File: src/rtl/morse_pkg.sv
// Shared Morse definitions: element/pattern types, timing multipliers, ASCII constants and the
// code table used by both the transmitter and the receiver.
package morse_pkg;

  typedef logic [2:0] elem_cnt_t;
  typedef logic [5:0] pattern_t;
  typedef enum logic [1:0] {StIdle, StMark, StGap} rx_state_t;

  localparam int unsigned MulLetter = 2;
  localparam int unsigned MulWord   = 5;
  localparam int unsigned MulSat    = 7;

  localparam logic [7:0] AsciiQuery = 8'h3F;
  localparam logic [7:0] AsciiSpace = 8'h20;

  // Pattern is right-aligned with the first element in the highest used bit; dot 0, dash 1.
  function automatic logic [7:0] morse_lookup(input elem_cnt_t cnt, input pattern_t pat);
    logic [7:0] ch;
    case ({cnt, pat})
      {3'd2, 6'b000001}: ch = 8'h41;  // A
      {3'd4, 6'b001000}: ch = 8'h42;
      {3'd4, 6'b001010}: ch = 8'h43;
      {3'd3, 6'b000100}: ch = 8'h44;
      {3'd1, 6'b000000}: ch = 8'h45;
      {3'd4, 6'b000010}: ch = 8'h46;
      {3'd3, 6'b000110}: ch = 8'h47;
      {3'd4, 6'b000000}: ch = 8'h48;
      {3'd2, 6'b000000}: ch = 8'h49;
      {3'd4, 6'b000111}: ch = 8'h4A;
      {3'd3, 6'b000101}: ch = 8'h4B;
      {3'd4, 6'b000100}: ch = 8'h4C;
      {3'd2, 6'b000011}: ch = 8'h4D;
      {3'd2, 6'b000010}: ch = 8'h4E;
      {3'd3, 6'b000111}: ch = 8'h4F;
      {3'd4, 6'b000110}: ch = 8'h50;
      {3'd4, 6'b001101}: ch = 8'h51;
      {3'd3, 6'b000010}: ch = 8'h52;
      {3'd3, 6'b000000}: ch = 8'h53;
      {3'd1, 6'b000001}: ch = 8'h54;
      {3'd3, 6'b000001}: ch = 8'h55;
      {3'd4, 6'b000001}: ch = 8'h56;
      {3'd3, 6'b000011}: ch = 8'h57;
      {3'd4, 6'b001001}: ch = 8'h58;
      {3'd4, 6'b001011}: ch = 8'h59;
      {3'd4, 6'b001100}: ch = 8'h5A;
      {3'd5, 6'b011111}: ch = 8'h30;  // 0
      {3'd5, 6'b001111}: ch = 8'h31;
      {3'd5, 6'b000111}: ch = 8'h32;
      {3'd5, 6'b000011}: ch = 8'h33;
      {3'd5, 6'b000001}: ch = 8'h34;
      {3'd5, 6'b000000}: ch = 8'h35;
      {3'd5, 6'b010000}: ch = 8'h36;
      {3'd5, 6'b011000}: ch = 8'h37;
      {3'd5, 6'b011100}: ch = 8'h38;
      {3'd5, 6'b011110}: ch = 8'h39;
      default:           ch = AsciiQuery;
    endcase
    return ch;
  endfunction

endpackage

File: src/rtl/morse_rx_if.sv
// Character read-side bus of the Morse receiver: FWFT head, empty, pop and sticky overflow.
interface morse_rx_if;
  logic       read_en;
  logic [7:0] ascii_out;
  logic       empty;
  logic       overflow;

  modport master (output read_en, input ascii_out, empty, overflow);
  modport slave  (input read_en, output ascii_out, empty, overflow);
endinterface

File: src/rtl/morse_rx_fifo.sv
// First-word fall-through character FIFO; extra pointer bit separates full from empty.
module morse_rx_fifo #(
  parameter int unsigned DEPTH = 16
) (
  input  logic       i_clk,
  input  logic       i_srst,
  input  logic       i_push,
  input  logic [7:0] i_data,
  input  logic       i_pop,
  output logic [7:0] o_head,
  output logic       o_empty,
  output logic       o_full,
  output logic       o_drop
);
  localparam int unsigned AW = $clog2(DEPTH);

  logic [AW:0] r_wr_ptr, r_rd_ptr;
  logic [7:0]  r_mem [DEPTH];
  logic        w_pop, w_push;

  assign o_empty = (r_wr_ptr == r_rd_ptr);
  assign o_full  = (r_wr_ptr[AW] != r_rd_ptr[AW]) && (r_wr_ptr[AW-1:0] == r_rd_ptr[AW-1:0]);
  assign w_pop   = i_pop && !o_empty;
  // A pop in the same cycle frees the slot the push needs.
  assign w_push  = i_push && (!o_full || w_pop);
  assign o_drop  = i_push && !w_push;
  assign o_head  = o_empty ? 8'h00 : r_mem[r_rd_ptr[AW-1:0]];

  always_ff @(posedge i_clk) begin
    if (i_srst) begin
      r_wr_ptr <= '0;
      r_rd_ptr <= '0;
    end else begin
      if (w_push) r_wr_ptr <= r_wr_ptr + 1'b1;
      if (w_pop)  r_rd_ptr <= r_rd_ptr + 1'b1;
    end
  end

  always_ff @(posedge i_clk) begin
    if (w_push) r_mem[r_wr_ptr[AW-1:0]] <= i_data;
  end

endmodule

File: src/rtl/morse_rx.sv
// Morse receiver: synchronizes the keyed line, times marks/spaces and queues decoded ASCII.
// Optional glitch filter enabled by defining MORSE_RX_GLITCH_FILTER_EN.
module morse_rx
  import morse_pkg::*;
#(
  parameter int unsigned PRESCALER = 100,
  parameter int unsigned DEPTH     = 16
) (
  input  logic       i_clk,
  input  logic       i_srst,
  input  logic       i_morse,
  morse_rx_if.slave  bus
);
  localparam int unsigned CntW = $clog2(MulSat * PRESCALER + 1);
  localparam logic [CntW-1:0] LetterThr = CntW'(MulLetter * PRESCALER);
  localparam logic [CntW-1:0] WordThr   = CntW'(MulWord * PRESCALER);
  localparam logic [CntW-1:0] SatThr    = CntW'(MulSat * PRESCALER);

  logic            r_sync1, r_sync2, r_lvl_prev, w_lvl;
  logic [CntW-1:0] r_run_cnt;
  rx_state_t       r_state, w_state_nxt;
  pattern_t        r_sym, w_sym_nxt;
  elem_cnt_t       r_ecnt, w_ecnt_nxt;
  logic            r_seen, w_seen_nxt;
  logic            w_push, w_pop, w_empty, w_full, w_drop, r_overflow;
  logic [7:0]      w_push_data, w_head;

`ifdef MORSE_RX_GLITCH_FILTER_EN
  logic       r_lvl_flt, w_differ;
  logic [1:0] r_flt_cnt;

  // Level flips in the fourth consecutive cycle of disagreement.
  assign w_differ = (r_sync2 != r_lvl_flt);
  assign w_lvl    = (w_differ && r_flt_cnt == 2'd3) ? r_sync2 : r_lvl_flt;

  always_ff @(posedge i_clk) begin
    if (i_srst) begin
      r_lvl_flt <= 1'b0;
      r_flt_cnt <= 2'd0;
    end else begin
      r_lvl_flt <= w_lvl;
      r_flt_cnt <= (w_differ && r_flt_cnt != 2'd3) ? r_flt_cnt + 2'd1 : 2'd0;
    end
  end
`else
  assign w_lvl = r_sync2;
`endif

  always_ff @(posedge i_clk) begin
    if (i_srst) begin
      r_sync1    <= 1'b0;
      r_sync2    <= 1'b0;
      r_lvl_prev <= 1'b0;
      r_run_cnt  <= '0;
      r_state    <= StIdle;
      r_sym      <= '0;
      r_ecnt     <= '0;
      r_seen     <= 1'b0;
      r_overflow <= 1'b0;
    end else begin
      r_sync1    <= i_morse;
      r_sync2    <= r_sync1;
      r_lvl_prev <= w_lvl;
      if (w_lvl != r_lvl_prev)   r_run_cnt <= CntW'(1);
      else if (r_run_cnt != SatThr) r_run_cnt <= r_run_cnt + CntW'(1);
      r_state    <= w_state_nxt;
      r_sym      <= w_sym_nxt;
      r_ecnt     <= w_ecnt_nxt;
      r_seen     <= w_seen_nxt;
      r_overflow <= r_overflow | w_drop;
    end
  end

  always_comb begin
    w_state_nxt = r_state;
    w_sym_nxt   = r_sym;
    w_ecnt_nxt  = r_ecnt;
    w_seen_nxt  = r_seen;
    w_push      = 1'b0;
    w_push_data = AsciiSpace;
    unique case (r_state)
      StIdle: if (w_lvl) w_state_nxt = StMark;
      StMark: begin
        // r_run_cnt holds the full mark length in the falling-edge cycle.
        if (!w_lvl) begin
          w_sym_nxt   = {r_sym[4:0], (r_run_cnt >= LetterThr)};
          if (r_ecnt != 3'd7) w_ecnt_nxt = r_ecnt + 3'd1;
          w_state_nxt = StGap;
        end
      end
      StGap: begin
        if (r_run_cnt == LetterThr) begin
          w_push      = 1'b1;
          w_push_data = (r_ecnt > 3'd6) ? AsciiQuery : morse_lookup(r_ecnt, r_sym);
          w_sym_nxt   = '0;
          w_ecnt_nxt  = '0;
          w_seen_nxt  = 1'b1;
        end else if (r_run_cnt == WordThr) begin
          w_push      = r_seen;
          w_seen_nxt  = 1'b0;
          w_state_nxt = StIdle;
        end
        if (w_lvl) w_state_nxt = StMark;
      end
      default: w_state_nxt = StIdle;
    endcase
  end

  assign w_pop = bus.read_en;

  morse_rx_fifo #(
    .DEPTH(DEPTH)
  ) u_fifo (
    .i_clk  (i_clk),
    .i_srst (i_srst),
    .i_push (w_push),
    .i_data (w_push_data),
    .i_pop  (w_pop),
    .o_head (w_head),
    .o_empty(w_empty),
    .o_full (w_full),
    .o_drop (w_drop)
  );

  assert property (@(posedge i_clk) disable iff (i_srst) w_drop |-> w_full);

  assign bus.ascii_out = w_head;
  assign bus.empty     = w_empty;
  assign bus.overflow  = r_overflow;

endmodule

File: src/flat_wrapper.sv
// flat-port wrapper written by rule: the top's interface ports become plain ports
module morse_rx_flat import morse_pkg::*;
#(
  parameter int unsigned PRESCALER = 100,
  parameter int unsigned DEPTH     = 16
)
  (i_clk, i_srst, i_morse, bus_read_en, bus_ascii_out, bus_empty, bus_overflow);
  morse_rx_if bus_i ();
  input  logic i_clk;
  input  logic i_srst;
  input  logic i_morse;
  input wire logic [$bits(bus_i.read_en)-1:0] bus_read_en;
  output wire logic [$bits(bus_i.ascii_out)-1:0] bus_ascii_out;
  output wire logic [$bits(bus_i.empty)-1:0] bus_empty;
  output wire logic [$bits(bus_i.overflow)-1:0] bus_overflow;
  assign bus_i.read_en = bus_read_en;
  assign bus_ascii_out = bus_i.ascii_out;
  assign bus_empty = bus_i.empty;
  assign bus_overflow = bus_i.overflow;
  morse_rx #(.PRESCALER(PRESCALER), .DEPTH(DEPTH)) u_core (.i_clk(i_clk), .i_srst(i_srst), .i_morse(i_morse), .bus(bus_i));
endmodule
File: config.mk
export PLATFORM = sky130hd
export DESIGN_NAME = morse_rx_flat
export DESIGN_NICKNAME = d
export VERILOG_FILES = /design/src/rtl/morse_pkg.sv /design/src/rtl/morse_rx_if.sv /design/src/rtl/morse_rx_fifo.sv /design/src/rtl/morse_rx.sv /design/src/flat_wrapper.sv
export SDC_FILE = /design/constraint.sdc
export NUM_CORES = 1
export LEC_CHECK = 0
export CAP_MARGIN = 20
export CORE_MARGIN = 10
export CORE_UTILIZATION = 50
export DETAILED_ROUTE_END_ITERATION = 12
export GPL_TIMING_DRIVEN = 0
export HOLD_SLACK_MARGIN = 0.1
export PLACE_DENSITY = 0.77
export SYNTH_ARGS = -nofsm -noshare
export SYNTH_HDL_FRONTEND = slang
export SYNTH_SLANG_ARGS = --single-unit
File: constraint.sdc
create_clock -name i_clk -period 4.05 [get_ports i_clk]
set_input_delay 0.6075 -clock i_clk [delete_from_list [all_inputs] [get_ports i_clk]]
set_output_delay 0.6075 -clock i_clk [all_outputs]
set_load 0.02 [all_outputs]
## Yosys cells after proc, flatten, opt, wreduce, memory -nomap -nowiden

Memories as Yosys holds them, arrays and structs flattened. A register that Yosys moved wholly into a read port is not among the register bits.
Cells that the tools add are included.
W data, S select, Z words.

- Register bits after elaboration: 36
- Memory bits (writable): 128
- Input port bits: 4
- Output and inout port bits: 10
- Word-level logic and storage cells: 118
- Memories: 1

- $add $sub $neg: 4
- Order comparisons: 2
- Equality and inequality tests: 52
- Mux-type cells: 29
- Bitwise logic cells: 1
- Reductions and logical operators: 17

Memories:

| name | words | bits a word | rd ports | clocked after Yosys merged registers in | wr ports | line | RTL |
|---|---|---|---|---|---|---|---|
| u_core.u_fifo.r_mem | 16 | 8 | 1 | 1 | 1 | morse_rx_fifo.sv:18 | `logic [7:0] r_mem [DEPTH];` |

Operators by type and width:

| kind | number |
|---|---|
| $pmux W7 S36 | 1 |
| $eq A9 B9 Y1 const B | 22 |
| $eq A9 B8 Y1 const B | 12 |
| $mux W8 | 3 |
| $eq A9 B7 Y1 const B | 2 |
| $mux W6 | 2 |
| $pmux W6 S2 | 1 |
| $add A10 B1 Y10 const B | 1 |
| $add A5 B1 Y5 const B | 2 |
| $eq A10 B8 Y1 const B | 1 |
| $eq A10 B9 Y1 const B | 1 |
| $ge A10 B8 Y1 const B | 1 |
| $mux W2 | 5 |
| $ne A10 B10 Y1 const B | 1 |
| $mux W1 | 9 |
| $mux W3 | 3 |
| $mux W4 | 2 |
| $reduce_and A4 Y1 | 2 |
| $mux W7 | 1 |
| $ne A2 B1 Y1 const B | 3 |
| $pmux W2 S3 | 1 |
| $pmux W3 S2 | 1 |
| $reduce_bool A2 Y1 | 3 |
| $eq A5 B5 Y1 | 1 |
| 18 further kinds | 24 |

## Depth between registers and ports, before layout

- Depth after elaboration: 8
- Mapped depth: 9
- Mapped depth without buffers: 8

## Hierarchy

From an unflattened synthesis, not the netlist that was laid out.

- Cell total of the unflattened synthesis: 565
- Area, all modules: 7688.6 sq um

Modules (own cells, without submodules):

| module | instances | cells each | area an instance (sq um) | sequential area each (sq um) |
|---|---|---|---|---|
| morse_rx_fifo | 1 | 309 | 5705.5 | 4124.0 |
| morse_rx | 1 | 256 | 1983.2 | 520.5 |

## Least setup slack after synthesis

Ideal clock, no wire load.

- Path type: register to register
- Start: register u_core.r_ecnt[0]
- End: memory u_core.u_fifo.r_mem[0][0] (data pin)
- Library setup time: 0.303 ns
- Data arrival time: 2.341 ns
- Data required time: 3.747 ns
- Slack: 1.406 ns
- Cell stages (with the launch flop): 10
- Buffers on the path: 1
- Clock period less this slack: 2.644 ns
- Cell sequence: dfxtp_1 > inv_1 > ha_1 > and4bb_1 > buf_6 > a21oi_2 > a31oi_1 > a2111oi_2 > nand4_1 > a31oi_1

- Longest elaborated chain between the ends: 5
- Elaborated cells between the ends (all ways): 41
- Classes of those cells: order compare: 1; eq/ne: 36; mux: 4

RTL lines:

| what | line | RTL |
|---|---|---|
| start, declared | morse_rx.sv:23 | `elem_cnt_t r_ecnt, w_ecnt_nxt;` |
| start signal, assigned | morse_rx.sv:68 | `r_ecnt <= w_ecnt_nxt;` |
| $eq A9 B9 Y1, or another cell as far along | morse_pkg.sv:19 | `case ({cnt, pat})` |
| $pmux W7 S36 | morse_pkg.sv:19 |  |
| $mux W7 * | morse_rx.sv:94 | `w_push_data = (r_ecnt > 3'd6) ? AsciiQuery : morse_lookup(r_ecnt, r_sym);` |
| $mux W8 * | morse_rx.sv:92 | `if (r_run_cnt == LetterThr) begin` |
| $mux W8 * | morse_rx.sv:81 | `unique case (r_state)` |
| net u_core.u_fifo.i_data[0] | morse_rx_fifo.sv:8 | `input logic [7:0] i_data,` |
| end, declared | morse_rx_fifo.sv:18 |  |

The timed path passes the listed nets; every way through them passes the cells marked *.

==> impl_metrics.env <==
export IMPL_arrival_ns=3.09
export IMPL_holdBufCountCts=0
export IMPL_drtIter0Drc=419
export IMPL_hold_violations=0
export IMPL_ys_ff_latch=152
export IMPL_clock_path_buffers=2
export IMPL_dp_hpwl_um=10720
export IMPL_die_area_um2=19510
export IMPL_required_ns=3.44
export IMPL_syn_num_nets=582
export IMPL_ys_top_cells_by_count="edfxtp_1 (112), nor2_1 (56), dfxtp_1 (40)"
export IMPL_port_buffers=12
export IMPL_viasPerCell=5.879
export IMPL_synth_top_area_cell="edfxtp_1"
export IMPL_fin_tns_setup_ns=0
export IMPL_grt_use_total_pct=15.62
export IMPL_pwr_share_seq_pct=49.7
export IMPL_core_um2=13930
export IMPL_syn_inst=562
export IMPL_routed_wirelength_um=15280
export IMPL_period_share_pct=91.32
export IMPL_critPathKind="reg -> out"
export IMPL_layout_cells_non_filler=791
export IMPL_power_leakage_uw=0.002834
export IMPL_p_int_uw=2642
export IMPL_cp_cell_sequence="clkbuf_1, clkbuf_1, mux4_2, mux2i_1, a211oi_1, clkdlybuf4s50_1"
export IMPL_synth_most_common_cell="edfxtp_1"
export IMPL_ios=14
export IMPL_drv_slew=0
export IMPL_fp_dieH_um=139.7
export IMPL_grt_setup_unrepaired="false"
export IMPL_drc=0
export IMPL_synth_top_area_share_pct=46.97
export IMPL_p_sw_share_pct=21.72
export IMPL_fin_nets=620
export IMPL_outcome="finished clean"
export IMPL_skew_ns=0.01121
export IMPL_drive_above_1_share_pct=15.06
export IMPL_cts_sinks=152
export IMPL_post_cts_buffers=0
export IMPL_critPathSlowestCell="clkdlybuf4s50_1"
export IMPL_antenna_left=0
export IMPL_gr_total_overflow=0
export IMPL_setup_viol=0
export IMPL_holdPathStages=2
export IMPL_path_clk_slew_ns=0.06
export IMPL_drv_cap=0
export IMPL_rows=43
export IMPL_r2r_cells=9
export IMPL_combPwrFrac_pct=5.9
export IMPL_first_global_vias=4537
export IMPL_crit_path_frequent_cell="clkbuf_1"
export IMPL_yosysSeqAreaShare_pct=58.15
export IMPL_tritoncts="built"
export IMPL_synth_area_leaders="edfxtp_1 (47%), dfxtp_1 (11%), mux4_2 (8.8%)"
export IMPL_cts_resized=0
export IMPL_r2r_end="u_core.u_fifo.r_mem[0][1]"
export IMPL_dr_pass1_iters=5
export IMPL_fmax_mhz=270.4
export IMPL_grt_max_degree=17
export IMPL_antenna_cells=0
export IMPL_peakVddDrop_mv=0.2753
export IMPL_synth_edff_count=112
export IMPL_fin_util_pct=58.24
export IMPL_ctsRootBufferMaster="clkbuf_16"
export IMPL_synthFlopType="edfxtp_1"
export IMPL_setup_worst_path_start_class="flop"
export IMPL_worst_pin_slew_ns=1.054
export IMPL_n_fill_cell=1084
export IMPL_antenna_found_initial=0
export IMPL_p_per_area_nw_per_um2=415.9
export IMPL_syn2layout_area_growth_pct=13.33
export IMPL_clkPwrFrac_pct=44.4
export IMPL_syn_area_um2=7161
export IMPL_clkLatencyLatePin_ns=0.42
export IMPL_place_gp_congestion=0.9093
export IMPL_min_path_type="reg -> reg"
export IMPL_yosys_warnings=0
export IMPL_reg2reg_slack_ns=0.89
export IMPL_critical_path_max_stage_delay_ns=0.66
export IMPL_place_inst=760
export IMPL_synth_distinct_cells=65
export IMPL_synthArstFlopShare_pct=0
export IMPL_vias=4650
export IMPL_grt_pass1_wl_um=24180
export IMPL_cp_max_fo=10
export IMPL_regToRegStartpoint="u_core.r_run_cnt[0]"
export IMPL_h_tree_depth=4
export IMPL_wire_per_inst_um=19.32
export IMPL_cts_inserted_buffers=17
export IMPL_p_sw_uw=733.1
export IMPL_hold_path_endpoint="u_core.r_seen"
export IMPL_die_w_um=139.7
export IMPL_relSlewSlack_pct=29.22
export IMPL_min_period_ns=3.698
export IMPL_critPathCaptureType="output pin"
export IMPL_min_from="u_core.r_seen"
export IMPL_start_util_pct=51.39
export IMPL_syn_area_per_cell_um2=12.74
-- critical path: cells and delay by family, from the launching register on --
kind / cells / cell delay, ns
flip-flops: 1 / 0.32
multiplexers: 2 / 0.43
buffers and inverters: 3 / 1.64
AO/OA/AOI/OAI: 1 / 0.29
-- worst max-delay path by stage --
stage               cells after the start                         to        startpoint  slack (ns)
floorplan                               9  u_core.u_fifo.r_mem[0][0]  u_core.r_ecnt[0]        1.41
global placement                        7  u_core.u_fifo.r_mem[4][6]   u_core.r_sym[0]        0.63
detailed placement                      6           bus_ascii_out[1]              flop        0.75
CTS                                     6           bus_ascii_out[5]              flop        0.28
global route                            6           bus_ascii_out[5]              flop        0.17
finish                                  6           bus_ascii_out[5]              flop        0.35
-- sequential cells by signal, summed over array words and instances (netlist names), named ones only --
name	cells
u_core.r_run_cnt	10
u_core.u_fifo.r_wr_ptr	5
u_core.r_ecnt	3
u_core.r_state	2
u_core.bus.overflow	1
u_core.r_sync2	1
u_core.r_sync1	1
u_core.u_fifo.r_mem	112
u_core.r_lvl_prev	1
u_core.r_seen	1
u_core.r_sym	6
u_core.u_fifo.r_rd_ptr	5
-- layout make-up --
class / count / area [um^2] / area share [%]
plain buffers: 35 / 175.2 / 2.158
clock buffers: 19 / 432.9 / 5.335
clock inverters: 11 / 126.4 / 1.557
inverters: 15 / 56.30 / 0.6938
multi-input cells: 360 / 2765 / 34.07
flip-flops and latches: 152 / 4164 / 51.31
well taps: 180 / 225.2 / 2.775
repair buffers: 19 / 170.2 / 2.097
-- kinds of logic (layout without fill, tap and decap cells) --
family	Yosys count	count (layout)	synth area share [%]
xor+xnor	21	21	2.569
mux	44	44	11.08
compound gates	83	83	7.531
simple gates	195	195	14.59
flops	152	152	58.15
fa+ha+maj	16	16	2.796
buf+inv	50	99	3.232
other cells	1	1	0.05237
-- power by group through the flow --
stage                     sequential [uW]  combinational [uW]  clock, uW
after floorplan                      1710                 155          0
after global placement               1710                 189          0
after detailed placement             1710                 196          0
after CTS                            1680                 199       1520
after global routing                 1680                 223       1590
final                                1680                 200       1500
-- layer usage --
metal	track usage [%]	wire (um)	vias up
li1	-	-	2191
met1	19.94	6730	2292
met2	24.69	7440	148
met3	4.185	847	19
met4	6.304	261	0
met5	0	0	-
-- per-stage QoR --
step           hold WS, ns  setup WS, ns  power (uW)  area, um^2
2_1_floorplan       0.4138         1.406        1861        7161
5_1_grt             0.4853        0.1699        3494        8115
4_1_cts             0.4620        0.2812        3395        8110
6_report            0.4603        0.3515        3375        8115
3_5_place_dp        0.4548        0.7514        1906        7551
3_3_place_gp        0.4354        0.6315        1897        7506
-- layout by cell type, fill, tap and decap left out, types with 4 or more instances in the layout --
cell type	instances
nor2_1	56
mux4_2	28
xor2_1	6
inv_1	15
xnor2_1	15
clkdlybuf4s50_1	12
nand2b_1	7
buf_2	12
nand4_1	11
nor2b_1	17
clkbuf_1	19
clkbuf_16	17
nand3_1	19
dfxtp_1	40
nand2_1	33
mux2i_1	14
edfxtp_1	112
a21oi_1	25
buf_4	7
nand4b_1	6
a211oi_1	17
o21ai_0	10
a31oi_1	9
clkinv_4	4
and3_1	4
nor3_1	15
ha_1	16
(Power assumes the default switching activity.)
